<file path="src/rtl/flag_capture_ctrl.sv">
// flag_capture_ctrl: sequences the enable-qualified flag-capture datapath.
// din_async is synchronised and edge-detected. The registered enable en_q
// walks through settle, watch, report and cooldown phases. Each captured rise
// is presented to the consumer over a valid/ack handshake and counted with
// saturation. Rises that arrive while an event is outstanding or cooling down
// are reported as one-cycle miss pulses.
module flag_capture_ctrl #(
    parameter int SYNC_STAGES   = 2,
    parameter int SETTLE_CYCLES = 3,
    parameter int HOLD_CYCLES   = 4,
    parameter int CNT_W         = 8
) (
    input  logic             clk,
    input  logic             rstn,
    input  logic             arm,
    input  logic             din_async,
    input  logic             flag_ack,
    output logic             en_q,
    output logic             flag,
    output logic             flag_valid,
    output logic             miss,
    output logic             busy,
    output logic [CNT_W-1:0] event_cnt
);

    localparam int MAX_CYC = (SETTLE_CYCLES > HOLD_CYCLES) ? SETTLE_CYCLES : HOLD_CYCLES;
    localparam int TW      = ($clog2(MAX_CYC) < 1) ? 1 : $clog2(MAX_CYC);

    localparam logic [TW-1:0] SETTLE_LOAD = TW'(SETTLE_CYCLES - 1);
    localparam logic [TW-1:0] HOLD_LOAD   = TW'(HOLD_CYCLES - 1);

    typedef enum logic [2:0] {
        ST_IDLE,
        ST_SETTLE,
        ST_WATCH,
        ST_REPORT,
        ST_COOLDOWN
    } state_t;

    state_t                 r_state;
    state_t                 w_state_nxt;
    logic [SYNC_STAGES-1:0] r_sync;
    logic                   r_din_d;
    logic                   w_din_s;
    logic                   w_rise;
    logic [TW-1:0]          r_cnt;
    logic [TW-1:0]          w_cnt_nxt;
    logic                   r_en_q;
    logic                   r_flag;
    logic                   w_flag_nxt;
    logic                   r_flag_valid;
    logic                   r_miss;
    logic                   w_miss_nxt;
    logic                   r_busy;
    logic [CNT_W-1:0]       r_evt;
    logic [CNT_W-1:0]       w_evt_nxt;

    assign w_din_s = r_sync[SYNC_STAGES-1];
    assign w_rise  = w_din_s & ~r_din_d;

    // Synchroniser chain plus the delay flop used for rising-edge detection.
    always_ff @(posedge clk) begin
        if (!rstn) begin
            r_sync  <= '0;
            r_din_d <= 1'b0;
        end else begin
            r_sync  <= {r_sync[SYNC_STAGES-2:0], din_async};
            r_din_d <= w_din_s;
        end
    end

    // State register and all registered outputs.
    always_ff @(posedge clk) begin
        if (!rstn) begin
            r_state      <= ST_IDLE;
            r_cnt        <= '0;
            r_en_q       <= 1'b0;
            r_flag       <= 1'b0;
            r_flag_valid <= 1'b0;
            r_miss       <= 1'b0;
            r_busy       <= 1'b0;
            r_evt        <= '0;
        end else begin
            r_state      <= w_state_nxt;
            r_cnt        <= w_cnt_nxt;
            r_en_q       <= (w_state_nxt != ST_IDLE);
            r_flag       <= w_flag_nxt;
            r_flag_valid <= w_flag_nxt;
            r_miss       <= w_miss_nxt;
            r_busy       <= (w_state_nxt != ST_IDLE);
            r_evt        <= w_evt_nxt;
        end
    end

    // Next-state, phase counter, flag and event-count decisions.
    always_comb begin
        w_state_nxt = r_state;
        w_cnt_nxt   = r_cnt;
        w_flag_nxt  = r_flag;
        w_evt_nxt   = r_evt;
        w_miss_nxt  = 1'b0;
        case (r_state)
            ST_IDLE: begin
                if (arm) begin
                    w_state_nxt = ST_SETTLE;
                    w_cnt_nxt   = SETTLE_LOAD;
                end
            end
            ST_SETTLE: begin
                if (!arm) begin
                    w_state_nxt = ST_IDLE;
                end else if (r_cnt == '0) begin
                    w_state_nxt = ST_WATCH;
                end else begin
                    w_cnt_nxt = r_cnt - 1'b1;
                end
            end
            ST_WATCH: begin
                // Disarm wins over a same-cycle rise; that rise is dropped silently.
                if (!arm) begin
                    w_state_nxt = ST_IDLE;
                end else if (w_rise) begin
                    w_flag_nxt  = 1'b1;
                    w_state_nxt = ST_REPORT;
                    if (r_evt != '1) begin
                        w_evt_nxt = r_evt + 1'b1;
                    end
                end
            end
            ST_REPORT: begin
                w_miss_nxt = w_rise;
                if (flag_ack && r_flag_valid) begin
                    w_flag_nxt  = 1'b0;
                    w_cnt_nxt   = HOLD_LOAD;
                    w_state_nxt = ST_COOLDOWN;
                end
            end
            ST_COOLDOWN: begin
                w_miss_nxt = w_rise;
                if (r_cnt == '0) begin
                    w_state_nxt = arm ? ST_WATCH : ST_IDLE;
                end else begin
                    w_cnt_nxt = r_cnt - 1'b1;
                end
            end
            default: begin
                w_state_nxt = ST_IDLE;
            end
        endcase
    end

    assign en_q       = r_en_q;
    assign flag       = r_flag;
    assign flag_valid = r_flag_valid;
    assign miss       = r_miss;
    assign busy       = r_busy;
    assign event_cnt  = r_evt;

endmodule

</file>
<file path="config.mk">
export PLATFORM = sky130hd
export DESIGN_NAME = flag_capture_ctrl
export DESIGN_NICKNAME = d
export VERILOG_FILES = /design/src/rtl/flag_capture_ctrl.sv
export SDC_FILE = /design/constraint.sdc
export NUM_CORES = 1
export LEC_CHECK = 0
export ABC_AREA = 1
export BUFFER_PORTS_ARGS = -buffer_cell sky130_fd_sc_hd__buf_2
export CORE_ASPECT_RATIO = 0.75
export CORE_MARGIN = 2
export CORE_UTILIZATION = 25
export CTS_CLUSTER_DIAMETER = 30
export DETAILED_ROUTE_END_ITERATION = 10
export GPL_TIMING_DRIVEN = 0
export PLACE_DENSITY = 0.4
export SLEW_MARGIN = 40
export SYNTH_ARGS = -nofsm -noshare
export SYNTH_HDL_FRONTEND = slang
export SYNTH_SLANG_ARGS = --single-unit
</file>
<file path="constraint.sdc">
create_clock -name clk -period 1.5 [get_ports clk]
set_input_delay 0.15 -clock clk [delete_from_list [all_inputs] [get_ports clk]]
set_output_delay 0.15 -clock clk [all_outputs]
set_load 0.05 [all_outputs]
</file>
### Yosys cells after proc, flatten, opt, wreduce, memory -nomap -nowiden

Cells that the tools add are included.

* register bits after elaboration: 19
* output and inout port bits: 13

* equal/unequal tests: 10
* reduce and logical (&&, ||, !) cells: 11
* add/sub/neg operators: 2
* mux-type cells: 18
* bitwise operators: 2

Operators by type and width (count)
* two-way mux 3 bit: 7
* one-hot mux 3 bit (5 select lines): 1
* AND reduction 4 bit: 3
* two-way mux 2 bit: 5
* inequality test 2 bit (second input constant): 5
* adder 8 x 1 -> 8 bit (second input constant): 1
* inequality test 8 bit (second input constant): 1
* one-hot mux 2 bit (4 select lines): 1
* == test 3 x 2 -> 1 bit (second input constant): 2
* nonzero test 4 bit: 1
* == test 3 x 1 -> 1 bit (second input constant): 1
* == test 3 bit (second input constant): 1
* logical NOT 3 bit: 1
* two-way mux 1 bit: 3
* nonzero test 3 bit: 1
* logical NOT 2 bit: 1
* one-hot mux 1 bit (2 select lines): 1
* AND reduction 2 bit: 1
* nonzero test 2 bit: 1
* OR reduction 2 bit: 1
* subtractor 2 x 1 -> 2 bit (second input constant): 1
* bitwise AND 1 bit: 1
* logical AND 1 bit: 1
* NOT 1 bit: 1

### Longest topological paths before layout

Gate-level depths: netlist of the first run.

* depth after elaboration: 6
* depth in mapped cells: 9
* depth with buffers taken out: 9

### Worst setup path after synthesis of the first run

OpenSTA, ideal clock, no wires.

* path type: register -> register
* start: register r_evt[0] (netlist: event_cnt[0])
* end: register r_evt[1] (netlist: event_cnt[1])
* required time: 1.384 ns
* buffers on the path: 0
* setup slack: -0.134 ns
* arrival: 1.517 ns
* cell stages (with the launch flop): 9
* path through: dfxtp_1 -> ha_1 -> nand3_1 -> inv_1 -> nand2_1 -> inv_1 -> nor2_8 -> nor2_1 -> nor2_1

* word-level cells in the longest chain between the ends: 2
* elaborated cells on any way between the ends: 3
* those cells by class: 1 x add/sub; 1 x eq/ne; 1 x reduce/logical

RTL lines
* start, declared: RTL line 55 `logic [CNT_W-1:0] r_evt;`
* start signal, assigned: RTL line 91 `r_evt <= w_evt_nxt;`
* parallel branches: the longest is 2 deep, another holds adder 8 x 1 -> 8 bit

Parallel ways; which one is timed is not known.
A chain may end at the register's enable or synchronous reset.

### Worst setup path in the final report of the first run

Ends and elaborated chain as after synthesis.

==> metrics.txt, run 1 <==
outcome complete, no violations; top area cells in the synthesized netlist dfxtp_1, nand2_1, inv_1; via count 933; first-pass GRT wire length 3.86 mm; Leak 0.624 nW; CP endpoint event_cnt[1]$_SDFFE_PN0P_; Hold Vio Cnt, Final 0; design area 0.00122 mm^2; Synthesized Nets around 160; Final Skew 7.60 ps; area share of the largest cell type after synthesis 38.1%; Top cell by count, worst path nand3_2; die width 77.0 um; crit-path leading delay family simple AND/OR/NAND/NOR gates; RR Startpoint event_cnt[0]$_SDFFE_PN0P_; area leader, netlist dfxtp_1; R2R cell count 7; synth-to-layout area growth 22.6%; Clock Path Buffers 2; slowest CP cell dfxtp_2; vias in the first global route 847; die area 0.00452 mm^2; largest net degree at the start of global routing 13; M2 GR Usage between 10% and 20%; Crit path depth 7; final worst setup slack 172 ps; HP Class input port to flop; # diodes 0; Fmax achieved 753 MHz; Port Buffer Count 17; Critical Path AT between 1000 and 1500 ps; CTS Buf Count 3; fill count ~420; Die Y around 59 um; met3 track demand over resource 4.14%; sequential-to-total area share from yosys stat 38.1%; DRT Pass-1 Iters 4; fin nets 180; CP Buf/Inv Count 1; final period utilization 88.6%; clock-pin slew on the worst setup and hold paths about 80 ps; Critical R2R Capture event_cnt[1]$_SDFFE_PN0P_; critical path, cell by cell ha_2 > nand3_2 > inv_1 > nand2_1 > nand3_2 > o21ai_0 > nor2_1; Avg Inst Size Synth 6.66 um^2; Post-Route WL 2.30 mm; Worst Setup SP event_cnt[0]$_SDFFE_PN0P_; multi-input combinational cell area 536 um^2; busiest grt layer met2; root buf cell clkbuf_8; kind of critical path flop to flop; Seq cells post-synth 19; maximum level of the CTS H-tree 1; vias per inst 4.17; max_slew headroom 76.7%; YS warnings 0; Post-CTS Setup Bufs 0; count of cell types in the netlist 20; DRT iter0 DRCs 50; routability cong. 0.829; critical-path maximum fanout 7; setup TNS 0 ps; clock period minus worst slack 1330 ps; WP data required 1660 ps; Clock Latency Late Sink 260 ps; Startpoint Class flop; drt wl/cell 10.3 um; PwrDens 850 mW/mm^2; GRT Total Usage 11.1%; Ports 18; CTS Sinks 19; cts hold-fix bufs 0; worst slew pin tran around 350 ps; Post-synth EDFFs 0; global-route track usage on met1 between 10% and 20%; Post-Syn Area 998 um^2; Final setup viols 0; cells after synthesis 150; max-cap viol count 0; total power 1.04 mW; unrepaired setup endpoints after global routing false; core box area roughly 0.0037 mm^2; drc violations 0; VDD IR max 0.425 mV; most used cells in the layout excluding fill and tap cells nand2_1, inv_1, buf_2, dfxtp_1, nor2_1; GRT overflow 0; post-route ant nets 0; dpl hpwl 1.73 mm; Starting Density 26.8%; row cnt 19; Primary FF master, synth dfxtp_1; initial antenna violation count 0; DP Worst Slack 19.9 ps; worst reg2reg setup slack between 150 and 200 ps; Register Area 383 um^2; layout cell share with drive strength beyond 1 22.1%; dpl cell area 0.00115 mm^2; Worst path max stage delay 350 ps; CTS tree yes; ys async rst share 0%; final slew viol count 0; commonest non-fill, non-tap cell in the layout nand2_1; CP Capture Type flop
[metal layers]
layer  routed length [um]  part of all wire (%)
met1                 1320                    57
met2                  877                    38
met3                   90                   3.9
met4                   13                  0.57
met5                    0                     0
[what timing repair did]
item                       4_1_cts  5_1_grt
cloned                           0        1
gates resized for setup          1        3
pin swaps                        0        1
setup endpoints to repair        1        5
[where the power goes]
group / internal (mW) / switching [mW] / leakage, nW
Combinational: 0.0428 / 0.0867 / 0.447
Sequential: 0.521 / 0.0110 / 0.156
Clock: 0.188 / 0.191 / 0.0217
Total: 0.751 / 0.288 / 0.624
[how the worst min path moves through the flow]
stage | from | cells past startpoint | slack, ps | endpoint
finish | din_async | 3 | 60 | r_sync[0]$_SDFF_PN0_
global route | din_async | 3 | 60 | r_sync[0]$_SDFF_PN0_
floorplan | din_async | 2 | 250 | r_sync[0]$_SDFF_PN0_
detailed placement | din_async | 3 | 330 | r_sync[0]$_SDFF_PN0_
CTS | din_async | 3 | 50 | r_sync[0]$_SDFF_PN0_
global placement | din_async | 3 | 330 | r_sync[0]$_SDFF_PN0_
[cell usage after synthesis, types with 2 or more instances]
library cell  instances
nand2_1              51
inv_1                21
dfxtp_1              19
nor2_1               15
a21oi_1               9
nand3_1               9
nand4_1               4
o21ai_0               4
nand3b_1              3
buf_4                 2
ha_1                  2
inv_2                 2
xor2_1                2
[layout make-up]
type | instances | share of cell area [%]
Multi-Input combinational cell | 106 | 43.8
Timing Repair Buffer | 17 | 6.95
Inverter | 23 | 7.06
Clock inverter | 1 | 0.613
Buffer | 3 | 1.64
Clock buffer | 3 | 3.37
Tap cell | 52 | 5.32
Sequential cell | 19 | 31.3
[through the flow]
| stage | hold WS, ps | std cells | util [%] |
|---|---|---|---|
| finish | 59.5 | 224 | 32.8 |
| global route | 56.7 | 224 | 32.8 |
| CTS | 54.2 | 223 | 32.3 |
| detailed placement | 334 | 219 | 30.8 |
| global placement | 331 | 219 | 30.8 |
| floorplan | 248 | 150 | - |
[state kept, by name (all words and copies together) (netlist names)]
| name | cells |
|---|---|
| event_cnt | 8 |
| r_state | 3 |
| r_cnt | 2 |
| r_sync | 2 |
| busy | 1 |
| flag_valid | 1 |
| miss | 1 |
| r_din_d | 1 |
[tightest hold or removal path: stages]
cell and delay [ps]:
buf_2 70, nand2_1 40, inv_1 40
[logic make-up after synthesis]
kind of cell             share of synthesized area (%)
buffers and inverters                             10.7
flip-flops                                        38.1
adder cells (fa/ha/maj)                           2.51
AO/OA/AOI/OAI                                     6.52
XOR/XNOR                                          2.63
AND/OR/NAND/NOR                                   39.6
Power figures use the tool's default switching activity.
==> run 2, diff against run 1 <==
--- a/config.mk
+++ b/config.mk
@@ -13,7 +13,7 @@
 export CTS_CLUSTER_DIAMETER = 30
 export DETAILED_ROUTE_END_ITERATION = 10
 export GPL_TIMING_DRIVEN = 0
-export PLACE_DENSITY = 0.4
+export PLACE_DENSITY = 0.42
 export SLEW_MARGIN = 40
 export SYNTH_ARGS = -nofsm -noshare
 export SYNTH_HDL_FRONTEND = slang
==> constraint.sdc (replaced) <==
create_clock -name clk -period 1.1 [get_ports clk]
set_input_delay 0.11 -clock clk [delete_from_list [all_inputs] [get_ports clk]]
set_output_delay 0.11 -clock clk [all_outputs]
set_load 0.05 [all_outputs]
==> run 2 against run 1 <==
The run now ends with setup timing left. Clock-buffer cell count rose by 1. Sequential cell count unchanged. Utilization grew 4.9 points. Critical endpoint is now event_cnt[2]$_SDFFE_PN0P_. Largest cell class unchanged. Highest routed layer unchanged.
==> metrics.txt, run 2 (synthesis gave the netlist of run 1 again) <==
unrepaired setup endpoints after global routing true; critical-path maximum fanout 7; final period utilization 112%; RR Startpoint r_state[2]$_SDFF_PN0_; CTS Buf Count 3; drc violations 0; HP Class input port to flop; die width 77.0 um; R2R cell count 7; Clock Latency Late Sink 260 ps; GRT overflow 0; routability cong. 0.842; Post-Route WL 2.42 mm; Util after Layout 37.7%; VDD IR max 0.510 mV; total power 1.41 mW; clock period minus worst slack 1230 ps; Leak 0.682 nW; post-route ant nets 0; Die Y ~59 um; maximum level of the CTS H-tree 1; CTS tree yes; CTS Sinks 19; vias in the first global route 840; CP Capture Type flop; max-cap viol count 0; die area 0.00452 mm^2; final worst setup slack -130 ps; DRT iter0 DRCs 83; PwrDens 1000 mW/mm^2; non-filler instance count after layout 232; worst reg2reg setup slack -130 ps; Critical R2R Capture event_cnt[2]$_SDFFE_PN0P_; DP Worst Slack -151 ps; Clock Path Buffers 2; kind of critical path flop to flop; core box area 0.00373 mm^2; initial antenna violation count 0; failing checks setup timing; Starting Density 26.8%; commonest non-fill, non-tap cell in the layout nand2_1; row cnt 19; root buf cell clkbuf_8; Port Buffer Count 17; hold path start din_async; dpl hpwl approximately 1.7 mm; most used cells in the layout excluding fill and tap cells nand2_1, buf_2, inv_1, nor2_1, buf_4; Ports 18; Startpoint Class flop; Worst Setup SP r_state[2]$_SDFF_PN0_; fin nets 188; # diodes 0; max_slew headroom between 80% and 90%; Hold Vio Cnt, Final 0; layout cell share with drive strength beyond 1 41.7%; synth-to-layout area growth 40.9%; outcome complete, but fails checks; worst slew pin tran around 280 ps; vias per inst 4.20; drt wl/cell 10.4 um; final slew viol count 0; Final setup viols 12; dpl cells ~220; Critical Path AT 1360 ps; Final Skew 6.63 ps; largest net degree at the start of global routing 11; WP data required 1230 ps; Min-Delay Endpoint r_sync[0]$_SDFF_PN0_; Fmax achieved just over 800 MHz; max reg flops 8; hold depth 3; clock-pin slew on the worst setup and hold paths 80 ps; via count 975; GRT Total Usage ~11%; first-pass GRT wire length slightly above 4 mm; DRT Pass-1 Iters 4
## run 2: cell count changes in the layout (fill, tap and decap cells not counted), moves of 4 or more
cell,delta
inv_1,-5
dfxtp_4,+4
dfxtp_1,-12
buf_4,+9
dfxtp_2,+8
## run 2: area by class of cell
cell class              count  area (um^2)
multi-input cells         106          624
clock buffers               4         45.0
well taps                  52         65.1
plain buffers               3         20.0
fillers                   400         2330
flip-flops and latches     19          408
inverters                  23         93.8
repair buffers             25          150
## run 2: worst max-delay path by stage
stage,end,slack [ps]
floorplan,event_cnt[1]$_SDFFE_PN0P_,-100
global placement,r_cnt[0]$_SDFFE_PN0P_,-160
detailed placement,event_cnt[1]$_SDFFE_PN0P_,-150
CTS,event_cnt[0]$_SDFFE_PN0P_,-90
global route,event_cnt[2]$_SDFFE_PN0P_,-200
finish,event_cnt[2]$_SDFFE_PN0P_,-130
## run 2: critical path, cell delays in order (launching register included)
cell     delay, ps
dfxtp_2        360
inv_4           90
nand2_2         60
nor2_4         140
buf_4          140
nand3_4        130
nand2_1        130
a21oi_2         70
## run 2: stage by stage
stage	instance area (um^2)	setup TNS, ps	hold WS [ps]
detailed placement	1200	-1250	300
CTS	1340	-768	30.5
finish	1410	-895	37.2
global route	1410	-2160	47.2
floorplan	1050	-720	208
global placement	1200	-1300	290
## run 2: timing repair
| action | in CTS | in global routing |
|---|---|---|
| endpoints found under the setup margin | 13 | 16 |
| resized for setup | 15 | 16 |
| pin swaps | 5 | 8 |
| buffers inserted | 5 | 3 |
| hold buffers | 0 | 0 |
| gates cloned | 1 | 0 |
## run 2: power breakdown
group          total [mW]  switching [mW]  internal, mW
clock               0.489           0.232         0.257
sequential          0.722          0.0170         0.705
combinational       0.201           0.128        0.0733
## run 2: per-layer routing
layer  track usage, %  up-vias  wire, um
met4             2.30        0        19
met2             16.4       17      1060
li1                 -      521         -
met5                0        -         0
met3             3.22        2        96
met1             16.7      435      1240
==> run 3, diff against run 2 <==
--- a/config.mk
+++ b/config.mk
@@ -13,6 +13,7 @@
 export CTS_CLUSTER_DIAMETER = 30
 export DETAILED_ROUTE_END_ITERATION = 10
 export GPL_TIMING_DRIVEN = 0
+export HOLD_SLACK_MARGIN = 0.1
 export PLACE_DENSITY = 0.42
 export SLEW_MARGIN = 40
 export SYNTH_ARGS = -nofsm -noshare
==> run 3 against run 2 <==
The run still ends with setup timing left. Global-route usage barely moved. Hold slack improved by 230 ps. Sequential power is essentially flat. Largest power group unchanged. Critical path depth is the same. Register-to-register slack is essentially flat. Clock power about the same. Die area stayed put. Critical path type unchanged. Combinational power is 3% higher. Total power increased by 0.38%. Clock skew unchanged. Sequential cell count unchanged. Maximum frequency hardly changed.
==> metrics.txt, run 3 (synthesis gave the netlist of run 1 again) <==
max-cap viol count 0; Util after Layout 38.2%; Leak 0.691 nW; GRT overflow 0; via count just under 1,000; Hold Slack 272 ps; core box area 0.00373 mm^2; clock period minus worst slack ~1200 ps; Final setup viols 12; vias in the first global route 843; critical-path maximum fanout 7; hold path start arm; worst reg2reg setup slack -130 ps; kind of critical path flop to flop; final worst setup slack -130 ps; Critical R2R Capture event_cnt[2]$_SDFFE_PN0P_; CTS tree yes; Critical Path AT 1360 ps; drc violations 0; Clock Latency Late Sink 260 ps; drt wl/cell 10.3 um; CTS Buf Count 3; final slew viol count 0; routability cong. between 0.8 and 0.9; DP Worst Slack -151 ps; Clock Path Buffers 2; clock-pin slew on the worst setup and hold paths 80 ps; max_slew headroom around 80%; WP data required 1230 ps; synth-to-layout area growth 42.9%; VDD IR max 0.510 mV; Starting Density a little over a quarter; Ports 18; Fmax achieved slightly above 800 MHz; Final Skew 6.63 ps; root buf cell clkbuf_8; first-pass GRT wire length 4.08 mm; final period utilization 112%; vias per inst 4.21; failing checks setup timing; Worst Setup SP r_state[2]$_SDFF_PN0_; die width 77.0 um; commonest non-fill, non-tap cell in the layout nand2_1; fin nets 190; RR Startpoint r_state[2]$_SDFF_PN0_; Startpoint Class flop; Port Buffer Count 17; DRT iter0 DRCs 60; R2R cell count 7; hold depth 5; Post-Route WL 2.42 mm; Die Y 58.7 um; die area 0.00452 mm^2; max reg flops 8; unrepaired setup endpoints after global routing true; CTS Sinks 19; DRT Pass-1 Iters 4; HP Class input port to flop; most used cells in the layout excluding fill and tap cells nand2_1, buf_2, inv_1, nor2_1, buf_4; worst slew pin tran between 200 and 300 ps; # diodes 0; outcome complete, but fails checks; CP Capture Type flop; setup TNS -895 ps; post-route ant nets 0; row cnt 19; Hold Vio Cnt, Final 0; GRT Total Usage 11.3%; Min-Delay Endpoint r_state[1]$_SDFF_PN0_; layout cell share with drive strength beyond 1 between 40% and 50%; initial antenna violation count 0; PwrDens 994 mW/mm^2; largest net degree at the start of global routing 11; maximum level of the CTS H-tree 1; dpl hpwl 1.66 mm
## run 3: changes by cell type in the layout (fill, tap and decap cells not counted), sizes merged
cell / delta
dlygate4sd3: +2
## run 3: per-stage QoR
step	power, mW	area [um^2]	std cells
2_1_floorplan	0.873	1050	150
3_3_place_gp	0.912	1200	219
3_5_place_dp	0.914	1200	219
4_1_cts	1.44	1360	231
5_1_grt	1.51	1430	234
6_report	1.42	1430	234
## run 3: power breakdown
group          switching [mW]  internal, mW
sequential             0.0170         0.705
clock                   0.232         0.257
combinational           0.129        0.0779
## run 3: worst max path at each step
stage                                endpoint  slack (ps)  cells after the start
floorplan           event_cnt[1]$_SDFFE_PN0P_        -100                      8
global placement        r_cnt[0]$_SDFFE_PN0P_        -160                      7
detailed placement  event_cnt[1]$_SDFFE_PN0P_        -150                      5
CTS                 event_cnt[0]$_SDFFE_PN0P_         -90                      8
global route        event_cnt[2]$_SDFFE_PN0P_        -200                      7
finish              event_cnt[2]$_SDFFE_PN0P_        -130                      7
## run 3: what timing repair did
action                                  CTS  global route
hold buffers                              2             0
pin swaps                                 5             8
buffers inserted                          5             3
gates resized for setup                  15            16
endpoints found under the hold margin     2             0
gates cloned                              1             0
endpoints found under the setup margin   13            16
## run 3: layout make-up
class,instances,area [um^2]
Buffer,3,20.0
Clock buffer,4,45.0
Timing Repair Buffer,27,170
Inverter,23,93.8
Sequential cell,19,408
Tap cell,52,65.1
Fill cell,400,2310
Multi-Input combinational cell,106,624
## run 3: metal layers
layer	vias up	share of wire, %	GRT usage [%]
met4	0	0.79	2.30
li1	525	-	-
met3	2	4.2	3.37
met5	-	0	0
met1	440	51	16.7
met2	17	44	16.4
## run 3: worst max-delay path: stages (launching register included)
cell and delay, ps:
dfxtp_2 360, inv_4 90, nand2_2 60, nor2_4 140
buf_4 140, nand3_4 130, nand2_1 130, a21oi_2 70
